File: config.mk
export PLATFORM = sky130hd
export DESIGN_NAME = int_arbiter
export DESIGN_NICKNAME = d
export VERILOG_FILES = /design/src/rtl/int_arbiter.sv
export SDC_FILE = /design/constraint.sdc
export NUM_CORES = 1
export LEC_CHECK = 0
export CORE_MARGIN = 8
export CORE_UTILIZATION = 41
export DETAILED_ROUTE_END_ITERATION = 8
export HOLD_SLACK_MARGIN = 0.06
export PLACE_DENSITY = 0.77
export SYNTH_ARGS = -nofsm -noshare
export SYNTH_HDL_FRONTEND = slang
export SYNTH_SLANG_ARGS = --single-unit
File: constraint.sdc
create_clock -name clk -period 3.2 [get_ports clk]
set_input_delay 0.48 -clock clk [delete_from_list [all_inputs] [get_ports clk]]
set_output_delay 0.48 -clock clk [all_outputs]
set_load 0.05 [all_outputs]
File: src/rtl/int_arbiter.sv
// Interrupt arbiter between NUM_SRC external sources and the multicycle CPU control FSM.
// Synchronises, latches, masks and prioritises sources, then runs a req/ack/eret handshake.
module int_arbiter #(
    parameter int                   NUM_SRC     = 4,
    parameter int                   CAUSE_W     = 5,
    parameter logic [CAUSE_W-1:0]   CAUSE_BASE  = 5'd8,
    parameter logic [NUM_SRC-1:0]   EDGE_MASK   = 4'b0011,
    parameter logic [NUM_SRC-1:0]   MASK_RST    = 4'b0000,
    parameter int                   SYNC_STAGES = 2
) (
    input  logic               clk,
    input  logic               reset,
    input  logic [NUM_SRC-1:0] irq_in,
    input  logic               mask_we,
    input  logic [NUM_SRC-1:0] mask_wdata,
    output logic [NUM_SRC-1:0] mask_out,
    output logic [NUM_SRC-1:0] pend_out,
    input  logic               at_fetch,
    output logic               int_req,
    input  logic               int_ack,
    output logic [CAUSE_W-1:0] int_cause,
    output logic               int_active,
    input  logic               eret
);

    // state   | meaning
    // IDLE    | no request outstanding; raise one when a source is eligible at fetch
    // REQ     | int_req held with int_cause; waiting for int_ack
    // SERVICE | handler running; waiting for eret, no nesting
    typedef enum logic [1:0] {IDLE, REQ, SERVICE} state_t;

    localparam int IDX_W = (NUM_SRC > 1) ? $clog2(NUM_SRC) : 1;

    state_t                                 state;
    logic [IDX_W-1:0]                       idx;
    logic [SYNC_STAGES-1:0][NUM_SRC-1:0]    sync_q;
    logic [NUM_SRC-1:0]                     s_out;
    logic [NUM_SRC-1:0]                     s_prev;
    logic [NUM_SRC-1:0]                     rise;
    logic [NUM_SRC-1:0]                     ack_clr;
    logic [NUM_SRC-1:0]                     pend;
    logic [NUM_SRC-1:0]                     pend_next;
    logic [NUM_SRC-1:0]                     mask;
    logic [NUM_SRC-1:0]                     eligible;
    logic [IDX_W-1:0]                       win_idx;

    assign s_out    = sync_q[SYNC_STAGES-1];
    assign rise     = s_out & ~s_prev;
    assign eligible = pend & mask;
    assign mask_out = mask;
    assign pend_out = pend;

    // Only edge sources are cleared by the ack; a simultaneous new edge wins over the clear.
    assign ack_clr   = (state == REQ && int_ack) ? (EDGE_MASK & (NUM_SRC'(1) << idx)) : '0;
    assign pend_next = (EDGE_MASK & ((pend & ~ack_clr) | rise)) | (~EDGE_MASK & s_out);

    always_comb begin
        win_idx = '0;
        for (int i = NUM_SRC - 1; i >= 0; i--) begin
            if (eligible[i]) win_idx = IDX_W'(i);
        end
    end

    always_ff @(posedge clk or posedge reset) begin
        if (reset) begin
            sync_q <= '0;
            s_prev <= '0;
            pend   <= '0;
        end else begin
            sync_q <= {sync_q[SYNC_STAGES-2:0], irq_in};
            s_prev <= s_out;
            pend   <= pend_next;
        end
    end

    always_ff @(posedge clk or posedge reset) begin
        if (reset) begin
            mask <= MASK_RST;
        end else if (mask_we) begin
            mask <= mask_wdata;
        end
    end

    always_ff @(posedge clk or posedge reset) begin
        if (reset) begin
            state      <= IDLE;
            idx        <= '0;
            int_req    <= 1'b0;
            int_cause  <= '0;
            int_active <= 1'b0;
        end else begin
            case (state)
                IDLE: begin
                    if (|eligible && at_fetch) begin
                        idx       <= win_idx;
                        int_cause <= CAUSE_BASE + CAUSE_W'(win_idx);
                        int_req   <= 1'b1;
                        state     <= REQ;
                    end
                end
                REQ: begin
                    if (int_ack) begin
                        int_req    <= 1'b0;
                        int_active <= 1'b1;
                        state      <= SERVICE;
                    end
                end
                SERVICE: begin
                    if (eret) begin
                        int_active <= 1'b0;
                        state      <= IDLE;
                    end
                end
                default: begin
                    int_req    <= 1'b0;
                    int_active <= 1'b0;
                    state      <= IDLE;
                end
            endcase
        end
    end

endmodule

### Word-level counts from Yosys, hierarchy flattened

Index checks and enable logic that the tools add are counted.

* flip-flop bits (word level): 29
* word-level logic and storage cells: 49
* output and inout port bits: 15

* bitwise operators: 9
* reductions and logical operators: 8
* shifts and indexed selects: 1
* equality and inequality tests: 5
* add/sub/neg operators: 1
* multiplexer cells: 15

Operators by type and width (number)
* 2-bit two-way mux: 8
* 3-bit AND reduction: 3
* 2-bit != test (second input constant): 3
* 1-bit one-hot mux with 3 select lines: 2
* 2-bit one-hot mux with 3 select lines: 1
* 4-bit by 2-bit adder with 5-bit output (first input constant): 1
* 2-bit bitwise AND: 2
* 4-bit bitwise AND: 1
* 1-bit two-way mux: 4
* 2-bit NOT: 2
* 2-bit by 4-bit OR with 4-bit output: 1
* 4-bit OR reduction: 1
* 2-bit by 1-bit equality test with 1-bit output (second input constant): 1
* 2-bit equality test (second input constant): 1
* 1-bit logical AND: 2
* 2-bit logical NOT: 1
* 1-bit NOT: 2
* 2-bit OR: 1
* 2-bit AND reduction: 1
* 1-bit by 2-bit << shifter with 2-bit output (first input constant): 1

### Longest topological paths before layout

Gate-level depths: netlist (run 1).

* depth in word-level cells: 7
* gate-level depth with buffers: 4
* mapped depth without buffers: 3

### Worst setup path before layout (run 1)

Ideal clock, no wire load.

* path kind: reg-to-reg
* start point: reg pend[3], in the netlist pend_out[3]
* end point: reg int_cause[3]
* stages on the path, launching flop included: 4
* setup slack: 1.914 ns
* arrival time: 1.162 ns
* data required time: 3.076 ns
* setup time: 0.124 ns
* buffers on the path: 0
* clock period less this slack: 1.286 ns
* cell sequence: dfrtp_1 > a22oi_1 > a21oi_2 > or2_1

* word-level cells in the longest chain between the ends: 6

Ends and longest elaborated chain
* start: declaration: line 41 `logic [NUM_SRC-1:0] pend;`
* start signal: assignment: line 72 `pend <= pend_next;`
* 4-bit bitwise AND (*): line 49 `assign eligible = pend & mask;`
* 2-bit two-way mux (4 in a row): line 60 `if (eligible[i]) win_idx = IDX_W'(i);`
* 4-bit by 2-bit adder with 5-bit output: line 96 `int_cause <= CAUSE_BASE + CAUSE_W'(win_idx);`
* end signal: assignment: line 96
* end: declaration: line 21 `output logic [CAUSE_W-1:0] int_cause,`

Mark *: on every way between the ends. The rest lies on a longest branch, timed or not.
A chain may end at the register's enable or synchronous reset.

### Worst setup path in the final report (run 1)

* start point: reg mask[1], in the netlist mask_out[1]
* end point: out mask_out[1]

RTL lines
* start: declaration: line 43 `logic [NUM_SRC-1:0] mask;`
* start signal: assignment: line 80 `mask <= mask_wdata;`
* end: declaration: line 16 `output logic [NUM_SRC-1:0] mask_out,`

No word-level cell between the ends.

==> results of run 1 <==
==> path summary, 6_finish.rpt <==
kind,to,cells past startpoint,slack [ns],from
setup reg to reg,int_cause[3],3,1.95,state[0]
setup / recovery,mask_out[1],1,1.16,mask_out[1]
hold / removal,s_out[0],0,0.36,sync_q[0]
min in group asynchronous,sync_q[2],2,0.65,reset
hold reg to reg,s_out[0],0,0.36,sync_q[0]
max in group asynchronous,pend_out[0],2,2.00,reset
==> flip-flops by register name, summed over array words and instances, names as in the netlist <==
signal,flops
idx,1
int_active,1
int_cause,2
int_req,1
mask_out,4
pend_out,4
s_out,4
s_prev,2
state,2
sync_q,4
==> synthesized netlist by cell type, drive strengths merged, types with 2 or more instances <==
library cell and count:
nand2 2, o21ai 7, a22oi 2, dfrtp 25, inv 4, a21oi 4, a21o 2, mux2 4
buf 3, nor2 3
==> where the power goes <==
group	switching (W)	internal, W	total, W
clock	0.0000841	0.0000485	0.000133
combinational	0.000223	0.000146	0.000370
sequential	0.0000613	0.000375	0.000436
total	0.000369	0.000570	0.000938
==> kinds of logic after synthesis <==
family,after synthesis,synth area share (%)
compound gates,18,13.2
buf+inv,7,4.57
flops,25,69.3
mux,4,4.99
other cells,1,0.415
simple gates,11,7.62
==> metal layers <==
metal,vias up,part of all wire [%]
met3,0,6.6
met2,16,49
met5,-,0
li1,281,-
met4,0,0
met1,273,44
==> area by class of cell <==
class	instances	area, sq um	area share (%)
sequential	25	626	52.0
timing repair buffer	26	260	21.6
multi-input combinational	35	240	20.0
tap	28	35.0	2.91
clock buffer	4	26.3	2.19
inverter	4	15.0	1.25
==> through the flow <==
step / utilization [%] / hold WS [ns] / cells / power, W / instance area (sq um)
after floorplan: - / 0.331 / 67 / 0.000698 / 907
after global placement: 54.7 / 0.333 / 118 / 0.000809 / 1180
after detailed placement: 54.7 / 0.336 / 118 / 0.000820 / 1180
after CTS: 56.0 / 0.365 / 122 / 0.000950 / 1200
after global routing: 56.0 / 0.384 / 122 / 0.000997 / 1200
final: 56.0 / 0.361 / 122 / 0.000938 / 1200
==> metrics.txt, run 1 <==
outcome completed; f_max a little under 0.5 GHz; net total in the final layout around 110; highest-delay cell along the critical path sky130_fd_sc_hd__clkdlybuf4s50_1; final worst clock skew between 0.01 and 0.015 ns; antenna violations before repair 0; cell type with the largest total area after synthesis sky130_fd_sc_hd__dfrtp_1; startpoint type of the worst setup path flop; total congestion overflow 0; number of different library cells in the post-synthesis netlist 22; most frequent standard cell in the layout excluding fill and tap cells sky130_fd_sc_hd__clkdlybuf4s50_1; Critical Path, Cell by Cell clkdlybuf4s50_1; Boundary Pins 29; wire length per cell after detailed routing 13.6 um; met1 capacity usage during global routing 9.94%; quantity of gates resized following cts 0; pwr dens roughly 780 nW/um^2; share of cells above drive strength 1 about an eighth; worst-case setup margin in the final layout 1.16 ns; Core Area ~2100 sq um; clock latency at the later pin of the worst-skew pair roughly 0.3 ns; wire length of the first global-routing pass approximately 3000 um; DP Worst Slack about 1.5 ns; min Tclk post-route just over 2 ns; most used routing layer in global routing met2; number of global-route vias before repair 650; root cell of the clock tree sky130_fd_sc_hd__clkbuf_4; final count of pins violating max slew 0; DRT iter0 DRCs 6; hold_buf cts 0; type of the tightest min-delay check reg2reg; Worst setup EP type output port; max capacitance violation total 0; remaining design rule violation count 0; starting density of the core ~42%; Mapped Area roughly 900 sq um; share of flip-flops with an asynchronous set or reset after synthesis between 90% and 100%; n_diodes 0; actual transition at the worst max-transition pin a little under 0.9 ns; largest incremental delay on the critical path around 0.83 ns; sequential-to-total area share from yosys stat roughly 69%; post-synthesis register bit count 25; data arrival time of the critical path roughly 1.6 ns; leak pwr just over 0.5 nW; post-synthesis average cell area 13.7 sq um; WP data required approximately 2.7 ns; worst vdd ir 0.000425 V; Worst path top cell family by delay buffers and inverters; clk buf depth 2; die width around 63 um; number of filler instances in the final layout 189; number of buffers added on ports 26; GRT Overall Usage 9.12%; Die Y-Extent between 60 and 70 um; count of TritonRoute iterations in the first routing pass 5; worst relative slew slack about two fifths; Post-Route Setup TNS 0 ns; fraction of post-synthesis cell area in the top cell type by area about 69%; post-DR vias/cell ~4.7; Clock transition at path regs between 0.1 and 0.15 ns; Detail Placement HPWL approximately 1300 um; final setup vio count 0; CP bufs+invs 1; final worst-path cycle share between 60% and 70%; met2 track utilization from global routing between 10% and 20%; count of mapped cells out of synthesis 66; maximum number of pins on one net before global-route repair 26; maximum net fanout on the critical path 5; Placement Rows 17; met3 track demand over resource in global routing 3.58%; TritonCTS clock tree yes; total via count in the routed design 570; clk sink count 25; most used flip-flop cell after synthesis sky130_fd_sc_hd__dfrtp_1; post-CTS setup-driven buffer insertion count 0; final estimated routing congestion in global placement around 0.75; H-Tree Level Count 1; Yosys warning total 0; most area-consuming cells after synthesis sky130_fd_sc_hd__dfrtp_1 (69%), sky130_fd_sc_hd__mux2_2 (5.0%), sky130_fd_sc_hd__o21ai_0 (3.9%), sky130_fd_sc_hd__a21o_2 (1.9%), sky130_fd_sc_hd__a21oi_1 (1.7%); EDFF count, synth 0; Setup CP Type reg2out; area grow syn2layout 33.1%; full die area between 3000 and 4000 sq um; DRT antenna net count 0; commonest cells after routing, fill and taps aside sky130_fd_sc_hd__clkdlybuf4s50_1 (26), sky130_fd_sc_hd__dfrtp_1 (25), sky130_fd_sc_hd__o21ai_0 (7); Total Wirelength 1660 um; setup repair after global routing missed its margin false; final hold vios 0; TritonCTS Buffers 3
Note: power is estimated with default switching activity, not from simulation.
==> run 2, diff against run 1 <==
--- a/config.mk
+++ b/config.mk
@@ -6,7 +6,7 @@
 export NUM_CORES = 1
 export LEC_CHECK = 0
 export CORE_MARGIN = 8
-export CORE_UTILIZATION = 41
+export CORE_UTILIZATION = 39
 export DETAILED_ROUTE_END_ITERATION = 8
 export HOLD_SLACK_MARGIN = 0.06
 export PLACE_DENSITY = 0.77
==> constraint.sdc (replaced) <==
create_clock -name clk -period 1.8 [get_ports clk]
set_input_delay 0.27 -clock clk [delete_from_list [all_inputs] [get_ports clk]]
set_output_delay 0.27 -clock clk [all_outputs]
set_load 0.05 [all_outputs]
==> run 2 against run 1 <==
Utilization down 2.0 points. First-iteration DRC count rose to 7.2 times the previous value. Global-route usage decreased by 0.81 points. Flip-flop and latch count unchanged. Register-to-register slack got worse by 1.4 ns. Clock skew decreased by 0.0047 ns. Critical endpoint is now int_active. Largest cell class unchanged. Largest power group unchanged.
==> metrics.txt, run 2 (same netlist as run 1, synthesis figures left out) <==
outcome completed; final setup vio count 0; wire length of the first global-routing pass 2800 um; startpoint type of the worst setup path flop; fin util 54.0%; highest-delay cell along the critical path sky130_fd_sc_hd__dlygate4sd2_1; DRT antenna net count 0; Boundary Pins 29; starting density of the core between 40% and 50%; max capacitance violation total 0; Worst setup EP type output port; final worst-path cycle share between 80 and 90%; count of TritonRoute iterations in the first routing pass 2; total congestion overflow 0; CP bufs+invs 1; number of buffers added on ports 26; remaining design rule violation count 0; Placement Rows 17; type of the tightest min-delay check in2async; TritonCTS clock tree yes; Die Y-Extent around 64 um; commonest cells after routing, fill and taps aside sky130_fd_sc_hd__dfrtp_1 (25), sky130_fd_sc_hd__clkdlybuf4s50_1 (13), sky130_fd_sc_hd__buf_4 (10); full die area 4110 sq um; setup repair after global routing missed its margin false; clk sink count 25; maximum number of pins on one net before global-route repair 26; worst vdd ir ~0.00082 V; area grow syn2layout 32.1%; H-Tree Level Count 1; min Tclk post-route between 1.5 and 2 ns; Detail Placement HPWL 1320 um; Worst path top cell family by delay buffers and inverters; pwr dens ~1400 nW/um^2; number of global-route vias before repair between 600 and 700; die width around 64 um; root cell of the clock tree sky130_fd_sc_hd__clkbuf_4; Post-Route Setup TNS 0 ns; final hold vios 0; Core Area ~2200 sq um; Clock transition at path regs 0.12 ns; Total Wirelength ~1700 um; TritonCTS Buffers 3; actual transition at the worst max-transition pin roughly 0.5 ns; post-DR vias/cell roughly 5; clk buf depth 2; share of cells above drive strength 1 22.1%; GRT Overall Usage under 10%; most frequent standard cell in the layout excluding fill and tap cells sky130_fd_sc_hd__dfrtp_1; DRT iter0 DRCs 43; net total in the final layout 110; antenna violations before repair 0; total via count in the routed design 604; worst relative slew slack approximately 66%; Setup CP Type reg2out; largest incremental delay on the critical path between 0.5 and 0.6 ns; wire length per cell after detailed routing about 14 um; WP data required 1.53 ns; leak pwr 0.544 nW; worst-case setup margin in the final layout roughly 0.29 ns; data arrival time of the critical path roughly 1.2 ns; maximum net fanout on the critical path 3; f_max around 0.66 GHz; final worst clock skew 0.00694 ns; total design power 0.00165 W; n_diodes 0; DP Worst Slack 0.325 ns; clock latency at the later pin of the worst-skew pair between 0.3 and 0.4 ns; final count of pins violating max slew 0; final estimated routing congestion in global placement approximately 0.8; Critical Path, Cell by Cell dlygate4sd2_1; number of filler instances in the final layout 203
==> run 2: cell types whose count changed in the layout (fill, tap and decap cells not counted), sizes merged <==
| cell | previous run | this run |
|---|---|---|
| buf | 0 | 10 |
| clkdlybuf4s50 | 26 | 13 |
| dlygate4sd2 | 0 | 1 |
| dlymetal6s2s | 0 | 3 |
==> run 2: layer usage <==
metal / GRT usage (%) / share of wire, % / routed length [um] / vias up
met5: 0 / 0 / 0 / -
met4: 4.09 / 1.5 / 25 / 0
met3: 2.96 / 7.5 / 126 / 2
met2: 14.6 / 51 / 858 / 19
met1: 8.64 / 40 / 679 / 303
li1: - / - / - / 280
==> run 2: timing repair <==
item | in CTS | in global routing
endpoints found under the setup margin | 1 | 3
hold buffers | 0 | 0
cloned | 0 | 0
resized for setup | 1 | 3
setup buffers | 0 | 0
==> run 2: stage by stage <==
stage                     cell area [sq um]  cells  hold WS (ns)
after floorplan                         907     67         0.297
after global placement                 1160    119         0.333
after detailed placement               1160    119         0.340
after CTS                              1190    123         0.284
after global routing                   1190    123         0.330
final                                  1190    123         0.286
==> run 2: where the power goes <==
group	internal [W]	total (W)	switching, W
clock	0.0000865	0.000232	0.000145
combinational	0.000237	0.000635	0.000398
sequential	0.000666	0.000781	0.000115
==> run 2: worst paths after layout <==
| check | from | to | slack (ns) | depth (start not counted) |
|---|---|---|---|---|
| worst max-delay path | int_active | int_active | 0.29 | 1 |
| worst min-delay path | reset | sync_q[2] | 0.29 | 3 |
| worst max register to register | state[0] | int_cause[3] | 0.56 | 3 |
| worst min register to register | sync_q[0] | s_out[0] | 0.36 | 0 |
| max in group asynchronous | reset | int_req | 1.27 | 3 |
| min in group clk | sync_q[0] | s_out[0] | 0.36 | 0 |
==> run 2: final cells by class <==
type	instances	area, sq um	share of cell area, %
Sequential cell	25	626	52.4
Timing Repair Buffer	27	251	21.1
Multi-Input combinational cell	35	240	20.1
Tap cell	28	35.0	2.94
Clock buffer	4	26.3	2.20
Inverter	4	15.0	1.26
